[config.mk]
export PLATFORM = sky130hd
export DESIGN_NAME = key_sw_io
export DESIGN_NICKNAME = d
export VERILOG_FILES = /design/src/rtl/key_sw_io.sv
export SDC_FILE = /design/constraint.sdc
export NUM_CORES = 1
export LEC_CHECK = 0
export ABC_CLOCK_PERIOD_IN_PS = 2800
export BUFFER_PORTS_ARGS = -buffer_cell sky130_fd_sc_hd__buf_2
export CAP_MARGIN = 20
export CORE_ASPECT_RATIO = 0.75
export CORE_MARGIN = 8
export CORE_UTILIZATION = 53
export CTS_CLUSTER_DIAMETER = 150
export CTS_CLUSTER_SIZE = 30
export DETAILED_ROUTE_END_ITERATION = 10
export GPL_TIMING_DRIVEN = 0
export PLACE_DENSITY_LB_ADDON = 0.1
export REMOVE_ABC_BUFFERS = 1
export SLEW_MARGIN = 10
export SYNTH_ARGS = -nofsm -noshare
export SYNTH_HDL_FRONTEND = slang
export SYNTH_HIERARCHICAL = 1
export SYNTH_SLANG_ARGS = --single-unit
[constraint.sdc]
create_clock -name clk -period 2.8 [get_ports clk]
set_input_delay 0 -clock clk [delete_from_list [all_inputs] [get_ports clk]]
set_output_delay 0 -clock clk [all_outputs]
set_load 0.05 [all_outputs]
[src/rtl/key_sw_io.sv]
// Memory-mapped KEY/SW input device: 2-flop sync, per-bank debounce, sticky Ready/Overrun status.
// Latency: pin to debounced data is 2+DEBOUNCE_CYCLES clocks; rdData/hit are combinational from addr.
// Backpressure: none, every load/store completes in one cycle. Optional IRQ/IE logic under IO_IRQ_EN.

module key_sw_io_bank #(
    parameter int   W       = 4,
    parameter int   CYCLES  = 4,
    parameter logic RST_VAL = 1'b0
) (
    input  logic         clk,
    input  logic         reset,
    input  logic [W-1:0] pin,
    input  logic         rd_clr,
    input  logic         wr_ctrl,
    input  logic         wr_ovr,
    output logic [W-1:0] deb,
    output logic         rdy,
    output logic         ovr
);
    localparam int            CW       = $clog2(CYCLES);
    localparam logic [CW-1:0] CNT_LAST = CW'(CYCLES - 2);

    logic [W-1:0]  sync1_q, sync1_d, sync2_q, sync2_d, prev_q, prev_d, deb_q, deb_d;
    logic [CW-1:0] cnt_q, cnt_d;
    logic          rdy_q, rdy_d, ovr_q, ovr_d, chg;

    always_comb begin
        sync1_d = pin;
        sync2_d = sync1_q;
        prev_d  = sync2_q;
        cnt_d   = cnt_q;
        deb_d   = deb_q;
        if (sync2_q == deb_q || sync2_q != prev_q) begin
            cnt_d = '0;
        end else if (cnt_q == CNT_LAST) begin
            // The increment that would reach CYCLES-1 commits the new value instead.
            deb_d = sync2_q;
            cnt_d = '0;
        end else begin
            cnt_d = cnt_q + 1'b1;
        end
        chg   = (deb_d != deb_q);
        rdy_d = chg ? 1'b1 : (rd_clr ? 1'b0 : rdy_q);
        ovr_d = ovr_q;
        if (wr_ctrl && !wr_ovr) ovr_d = 1'b0;
        if (chg && rdy_q && !rd_clr) ovr_d = 1'b1;
    end

    always_ff @(posedge clk or negedge reset) begin
        if (!reset) begin
            sync1_q <= {W{RST_VAL}};
            sync2_q <= {W{RST_VAL}};
            prev_q  <= {W{RST_VAL}};
            deb_q   <= {W{RST_VAL}};
            cnt_q   <= '0;
            rdy_q   <= 1'b0;
            ovr_q   <= 1'b0;
        end else begin
            sync1_q <= sync1_d;
            sync2_q <= sync2_d;
            prev_q  <= prev_d;
            deb_q   <= deb_d;
            cnt_q   <= cnt_d;
            rdy_q   <= rdy_d;
            ovr_q   <= ovr_d;
        end
    end

    assign deb = deb_q;
    assign rdy = rdy_q;
    assign ovr = ovr_q;
endmodule

module key_sw_io #(
    parameter int               DBITS           = 32,
    parameter int               NKEY            = 4,
    parameter int               NSW             = 10,
    parameter int               DEBOUNCE_CYCLES = 100000,
    parameter logic [DBITS-1:0] ADDR_KDATA      = 32'hF0000010,
    parameter logic [DBITS-1:0] ADDR_SDATA      = 32'hF0000014,
    parameter logic [DBITS-1:0] ADDR_KCTRL      = 32'hF0000110,
    parameter logic [DBITS-1:0] ADDR_SCTRL      = 32'hF0000114
) (
    input  logic             clk,
    input  logic             reset,
    input  logic [NKEY-1:0]  KEY,
    input  logic [NSW-1:0]   SW,
    input  logic [DBITS-1:0] addr,
    input  logic             rdEn,
    input  logic             wrEn,
    input  logic [DBITS-1:0] wrData,
    output logic [DBITS-1:0] rdData,
    output logic             hit,
    output logic             irq
);
    logic            kdata_sel, sdata_sel, kctrl_sel, sctrl_sel;
    logic [NKEY-1:0] key_deb;
    logic [NSW-1:0]  sw_deb;
    logic            krdy, kovr, srdy, sovr, kie, sie;
    logic            unused_wr;

    assign kdata_sel = (addr == ADDR_KDATA);
    assign sdata_sel = (addr == ADDR_SDATA);
    assign kctrl_sel = (addr == ADDR_KCTRL);
    assign sctrl_sel = (addr == ADDR_SCTRL);
    assign hit       = kdata_sel | sdata_sel | kctrl_sel | sctrl_sel;
    assign unused_wr = ^wrData;

    // Keys are active-low on the board, so they idle (and reset) at all ones.
    key_sw_io_bank #(.W(NKEY), .CYCLES(DEBOUNCE_CYCLES), .RST_VAL(1'b1)) u_key (
        .clk(clk), .reset(reset), .pin(KEY),
        .rd_clr(rdEn && kdata_sel), .wr_ctrl(wrEn && kctrl_sel), .wr_ovr(wrData[1]),
        .deb(key_deb), .rdy(krdy), .ovr(kovr)
    );

    key_sw_io_bank #(.W(NSW), .CYCLES(DEBOUNCE_CYCLES), .RST_VAL(1'b0)) u_sw (
        .clk(clk), .reset(reset), .pin(SW),
        .rd_clr(rdEn && sdata_sel), .wr_ctrl(wrEn && sctrl_sel), .wr_ovr(wrData[1]),
        .deb(sw_deb), .rdy(srdy), .ovr(sovr)
    );

`ifdef IO_IRQ_EN
    logic kie_q, kie_d, sie_q, sie_d, irq_q, irq_d;

    always_comb begin
        kie_d = (wrEn && kctrl_sel) ? wrData[8] : kie_q;
        sie_d = (wrEn && sctrl_sel) ? wrData[8] : sie_q;
        irq_d = (krdy & kie_q) | (srdy & sie_q);
    end

    always_ff @(posedge clk or negedge reset) begin
        if (!reset) begin
            kie_q <= 1'b0;
            sie_q <= 1'b0;
            irq_q <= 1'b0;
        end else begin
            kie_q <= kie_d;
            sie_q <= sie_d;
            irq_q <= irq_d;
        end
    end

    assign kie = kie_q;
    assign sie = sie_q;
    assign irq = irq_q;
`else
    assign kie = 1'b0;
    assign sie = 1'b0;
    assign irq = 1'b0;
`endif

    always_comb begin
        rdData = '0;
        if (kdata_sel) rdData = {{(DBITS-NKEY){1'b0}}, ~key_deb};
        if (sdata_sel) rdData = {{(DBITS-NSW){1'b0}}, sw_deb};
        if (kctrl_sel) rdData = {{(DBITS-9){1'b0}}, kie, 6'b0, kovr, krdy};
        if (sctrl_sel) rdData = {{(DBITS-9){1'b0}}, sie, 6'b0, sovr, srdy};
    end
endmodule
; ---- Word-level counts from Yosys, hierarchy flattened
; Index checks and enable logic that the tools add are counted.
[word_totals]
output_inout_bits = 34
reg_bits = 94
[op_classes]
eq_ne = 12
add_sub_neg = 2
reduce_logical = 19
n_bitwise = 4
n_mux = 20
[ops]
columns = cell, count
row1 = $eq 32x32->1 const B, 4
row2 = $mux 32, 3
row3 = $mux 17, 4
row4 = $add 17x1->17 const B, 2
row5 = $eq 17x17->1 const B, 2
row6 = $mux 10, 2
row7 = $ne 10x10->1, 2
row8 = $mux 4, 3
row9 = $eq 10x10->1, 1
row10 = $logic_and 1x1->1, 10
row11 = $mux 1, 8
row12 = $ne 4x4->1, 2
row13 = $reduce_bool 2->1, 4
row14 = $eq 4x4->1, 1
row15 = $not 4->4, 1
row16 = $logic_not 1->1, 3
row17 = $or 1x1->1, 3
row18 = $logic_or 1x1->1, 2

; ---- Logic depth before layout (Yosys ltp)
[depth]
depth_word = 7
ltp_mapped = 8
depth_no_buf = 7

; ---- Cells and area by module
; Netlist, hierarchy kept.
[modules_own_cells]
columns = module, cells_per_inst, area_per_inst_um2, instances
row1 = key_sw_io_bank (u_sw), 173, 2313.5, 1
row2 = key_sw_io_bank (u_key), 132, 1571.5, 1
row3 = key_sw_io, 75, 564.3, 1

; ---- Worst setup path after synthesis
; No wires, ideal clock.
[synth_timing]
path_type = register -> output
start = register u_key.deb_q[0] (netlist: u_key/deb[0])
end = output port rdData[0]
path_slack_ns = 0.504
arrival_time_ns = 2.296
path_stages_with_launch = 4
n_path_buf = 0
required_ns = 2.800
path_cell_list = dfstp_2 nor2_1 a211oi_1 a2111oi_1
[synth_via]
elab_chain_cells = 5
[synth_rtl]
columns = element, line
row1 = "start, declared", 23  ; logic [W-1:0] sync1_q, sync1_d, sync2_q, sync2_d, prev_q, prev_d, deb_q, deb_d;
row2 = "start signal, assigned", 54  ; deb_q <= {W{RST_VAL}};
row3 = $not 4->4, 154  ; if (kdata_sel) rdData = {{(DBITS-NKEY){1'b0}}, ~key_deb};
row4 = $mux 4, 154
row5 = $mux 32, 155  ; if (sdata_sel) rdData = {{(DBITS-NSW){1'b0}}, sw_deb};
row6 = $mux 32, 156  ; if (kctrl_sel) rdData = {{(DBITS-9){1'b0}}, kie, 6'b0, kovr, krdy};
row7 = $mux 32, 157  ; if (sctrl_sel) rdData = {{(DBITS-9){1'b0}}, sie, 6'b0, sovr, srdy};
row8 = "end, declared", 92  ; output logic [DBITS-1:0] rdData,
; Every way passes these cells.

; ---- Worst setup path in the final report
[layout_timing]
start = register u_sw.cnt_q[5]
end = register u_sw.deb_q[9] (netlist: u_sw/deb[9])
[layout_via]
elab_chain_cells = 3
[layout_rtl]
columns = element, line
row1 = "start, declared", 24  ; logic [CW-1:0] cnt_q, cnt_d;
row2 = "start signal, assigned", 63  ; cnt_q <= cnt_d;
row3 = $eq 17x17->1, 35  ; end else if (cnt_q == CNT_LAST) begin
row4 = $mux 10, 35
row5 = $mux 10, 33  ; if (sync2_q == deb_q || sync2_q != prev_q) begin
row6 = named net u_sw.deb_d[9], 23
row7 = "end signal, assigned", 54
row8 = "end, declared", 23
; The timed path passes the listed nets, and every way through them passes these cells.
; A chain may end at the register's enable or synchronous reset.

==> run_results.csv <==
group,metric,value,unit
floorplan,die-area,0.0116,mm2
logic_synthesis,ys_seq_elements,94,
logic_synthesis,synth-seq-area-share,53.3,%
logic_synthesis,synthDistinctLibCells,51,
cells_and_area,n_fill_cell,689,
logic_synthesis,synth_fa_ha_area_share,1.12,%
global_routing,grt_pass1_vias,2987,
power,swShare,24.7,%
timing,setup_viol,0,
power,power.share.clock,35.6,%
clock_network,cts_hold_buf,16,
clock_network,clockBufferDepth,2,
timing,fin_crit_sh,94.6,%
worst_hold_path,hold_path.class,"input pin to register",
clock_network,root_buffer,"clkbuf_8",
cells_and_area,drive_gt1_share,26.8,%
global_routing,grt_max_degree,68,
detailed_routing,drt_first_pass_iters,4,
logic_synthesis,synth_top_family_by_area,"simple AND/OR/NAND/NOR gates",
logic_synthesis,synth_compound_area_share,3.43,%
cells_and_area,fin_area,0.00514,mm2
logic_synthesis,avgSynthCellArea,11.7,um2
cells_and_area,area_growth,15.6,%
worst_setup_path,critPathMaxFanout,12,
floorplan,io_pins,116,
power,power_frac_comb,8.3,%
floorplan,die_w,122,um
logic_synthesis,synthFlopType,"dfrtp_1",
floorplan,core,0.00831,mm2
timing,slew_viol_final,0,
timing,finalHoldViolCount,0,
worst_setup_path,crit_type,"register to register",
floorplan,die_h,95.4,um
global_routing,antenna_found_initial,0,
power,seqPwrFrac,56.1,%
worst_setup_path,worstSetupStartpointType,"register",
logic_synthesis,yosysWarningCount,6,
power,p_leak,2.16,nW
detailed_routing,ant_nets,0,
worst_setup_path,critPathTopFamily,"simple AND/OR/NAND/NOR gates",
floorplan,rows,29,
logic_synthesis,syn_inst,380,
cells_and_area,antennaDiodeCount,0,
power,pwr_density_cell,492,mW/mm2
detailed_routing,drcViolationCount,0,
clock_network,cts_resized,0,
timing,finalCriticalPeriod,2650,ps
power,ir_drop,0.282,mV
clock_network,clock_sinks,94,
cells_and_area,regArea,0.00237,mm2
power,p_int,1.91,mW
detailed_routing,wl_per_cell,15.1,um
global_routing,grt_usage,15.8,%
placement,gp_congestion,0.829,
timing,rsz0062_at_grt,"false",
timing,tns,0,ps
placement,place_area,0.00478,mm2
worst_setup_path,crit_slowest_cell,"nor2_2",
clock_network,cts_buffers,9,
timing,tightest_slew,783,ps
clock_network,cts_tree,"yes",
global_routing,grt_pass1_wl,14600,um
cells_and_area,multiInputGateArea,0.00190,mm2
timing,clock_skew,13.0,ps
cells_and_area,nNetsFinal,544,
detailed_routing,vias,3016,
clock_network,insertion_delay,370,ps
placement,place.port_buffers,61,
logic_synthesis,synth_edf_count,0,
logic_synthesis,postSynth.asyncResetShare,100,%
clock_network,htree_levels,3,
worst_setup_path,path_cells,"or4_1 > nor3_1 > nand4_1 > nor2_2 > mux2_1",
floorplan,initial_core_util,53.5,%
detailed_routing,vias_per_cell,5.28,
power,switchingPower,0.625,mW
global_routing,gr-total-overflow,0,
logic_synthesis,syn-cell-area,0.00445,mm2
placement,dp_hpwl,6260,um
worst_setup_path,cp.required,3050,ps
timing,fmax,378,MHz
clock_network,post-cts-setup-buffers,0,
logic_synthesis,yosys-mux-area-fraction,4.67,%
timing,relSlewSlack,47.7,%
outcome,status,"finished clean",
detailed_routing,drt-total-wl,8610,um
worst_setup_path,cp_num_buf_inv,0,
logic_synthesis,synthSimpleGateAreaFrac,20.7,%
worst_setup_path,critPathArrivalTime,2900,ps
worst_setup_path,endpoint_kind,"register",
worst_setup_path,max_stage_delay,630,ps
logic_synthesis,synth-xor-area-share,10.6,%
clock_network,cts.clk_slew.worst_paths,80,ps
detailed_routing,drt_iter0_drc,137,
job,drv_cap,0,
registers in the layout, indices dropped and copies added, names as in the netlist:
name / cells
u_sw/cnt_q: 17
u_key/prev_q: 4
u_key/prev_d: 4
u_key/sync1_q: 4
u_key/cnt_q: 17
u_sw/deb: 10
u_sw/prev_d: 10
u_sw/rdy: 1
u_sw/ovr: 1
u_sw/prev_q: 10
u_key/rdy: 1
u_sw/sync1_q: 10
u_key/deb: 4
u_key/ovr: 1
final cells by class:
class                   instances  share of cell area [%]
repair buffers                 79                    9.85
flip-flops and latches         94                    46.1
well taps                     108                    2.63
clock buffers                  12                    2.82
multi-input cells             266                    36.9
clock inverters                 4                    1.07
inverters                       8                   0.584
per-stage QoR:
| step | hold slack (ps) | setup slack, ps | std cells | total power, mW | utilization [%] |
|---|---|---|---|---|---|
| floorplan | -296 | 462 | 368 | 1.55 | - |
| global placement | 105 | 221 | 537 | 1.63 | 56.9 |
| detailed placement | -46.6 | 204 | 539 | 1.64 | 57.6 |
| CTS | 32.8 | 182 | 571 | 2.57 | 61.9 |
| global route | 62.2 | 59.9 | 571 | 2.64 | 61.9 |
| finish | 46.6 | 153 | 571 | 2.53 | 61.9 |
synth_stat cells, types with 3 or more instances:
cell | number | area share [%]
a211oi_1 | 5 | 0.84
buf_2 | 3 | 0.34
buf_4 | 23 | 3.9
buf_6 | 3 | 0.76
clkbuf_1 | 5 | 0.42
dfrtp_1 | 78 | 44
dfstp_2 | 16 | 9.4
ha_1 | 4 | 1.1
inv_1 | 8 | 0.67
mux2_2 | 4 | 1.0
mux2_4 | 8 | 2.7
nand2_1 | 13 | 1.1
nand2b_1 | 11 | 1.5
nand3_1 | 16 | 1.8
nand4_1 | 9 | 1.3
nor2_1 | 29 | 2.4
nor3_1 | 21 | 2.4
nor4_1 | 20 | 2.8
nor4_2 | 6 | 1.7
o21ai_0 | 3 | 0.34
o31ai_1 | 4 | 0.67
or4_1 | 4 | 0.67
xnor2_1 | 25 | 4.9
xor2_1 | 29 | 5.7
power groups by stage:
| stage | Clock [mW] | Combinational, mW | Sequential, mW |
|---|---|---|---|
| after global routing | 0.985 | 0.230 | 1.42 |
| after floorplan | 0 | 0.110 | 1.44 |
| after global placement | 0 | 0.187 | 1.45 |
| final | 0.901 | 0.210 | 1.42 |
| after CTS | 0.936 | 0.211 | 1.42 |
| after detailed placement | 0 | 0.193 | 1.45 |
placed cells by master, fill, tap and decap left out, types with 5 or more instances in the layout:
cell            n
a211oi_1        5
buf_2          60
clkbuf_8       10
conb_1         23
dfrtp_1        78
dfstp_2        16
dlygate4sd3_1  16
inv_1           8
mux2_4          8
nand2_1        13
nand2b_1       11
nand3_1        16
nand4_1         9
nor2_1         29
nor3_1         21
nor4_1         20
nor4_2          5
xnor2_1        25
xor2_1         29
logic make-up (layout without fill, tap and decap cells):
| logic type | count (synthesis) | count (layout) |
|---|---|---|
| simple gates | 149 | 149 |
| flops | 94 | 94 |
| xor+xnor | 54 | 54 |
| buf+inv | 42 | 103 |
| compound gates | 20 | 20 |
| mux | 16 | 16 |
| fa+ha+maj | 4 | 4 |
| other cells | 1 | 23 |
per-layer routing:
layer,vias to the layer above,wire (um),GRT usage (%)
met4,0,108,5.83
met5,-,0,0
met3,8,919,5.27
met1,1446,4200,22.4
met2,108,3380,22.1
li1,1454,-,-
worst register-to-register path: stages, from the launching register on:
cell	delay [ps]
dfrtp_1	450
or4_1	550
nor3_1	350
nand4_1	160
nor2_2	630
mux2_1	380
path summary, 6_finish.rpt:
kind | to | slack (ps) | cells past startpoint | start
min | u_sw/rdy | 50 | 5 | rdEn
max in group asynchronous | u_key/deb[1] | 2030 | 3 | reset
min reg2reg | u_sw/prev_d[8] | 340 | 0 | u_sw/sync1_q[8]
max reg2reg | u_sw/deb[9] | 150 | 5 | u_sw/cnt_q[5]
max | u_sw/deb[9] | 150 | 5 | u_sw/cnt_q[5]
min in group asynchronous | u_key/cnt_q[4] | 90 | 2 | reset
No activity file was read; power rests on OpenSTA's default activity.
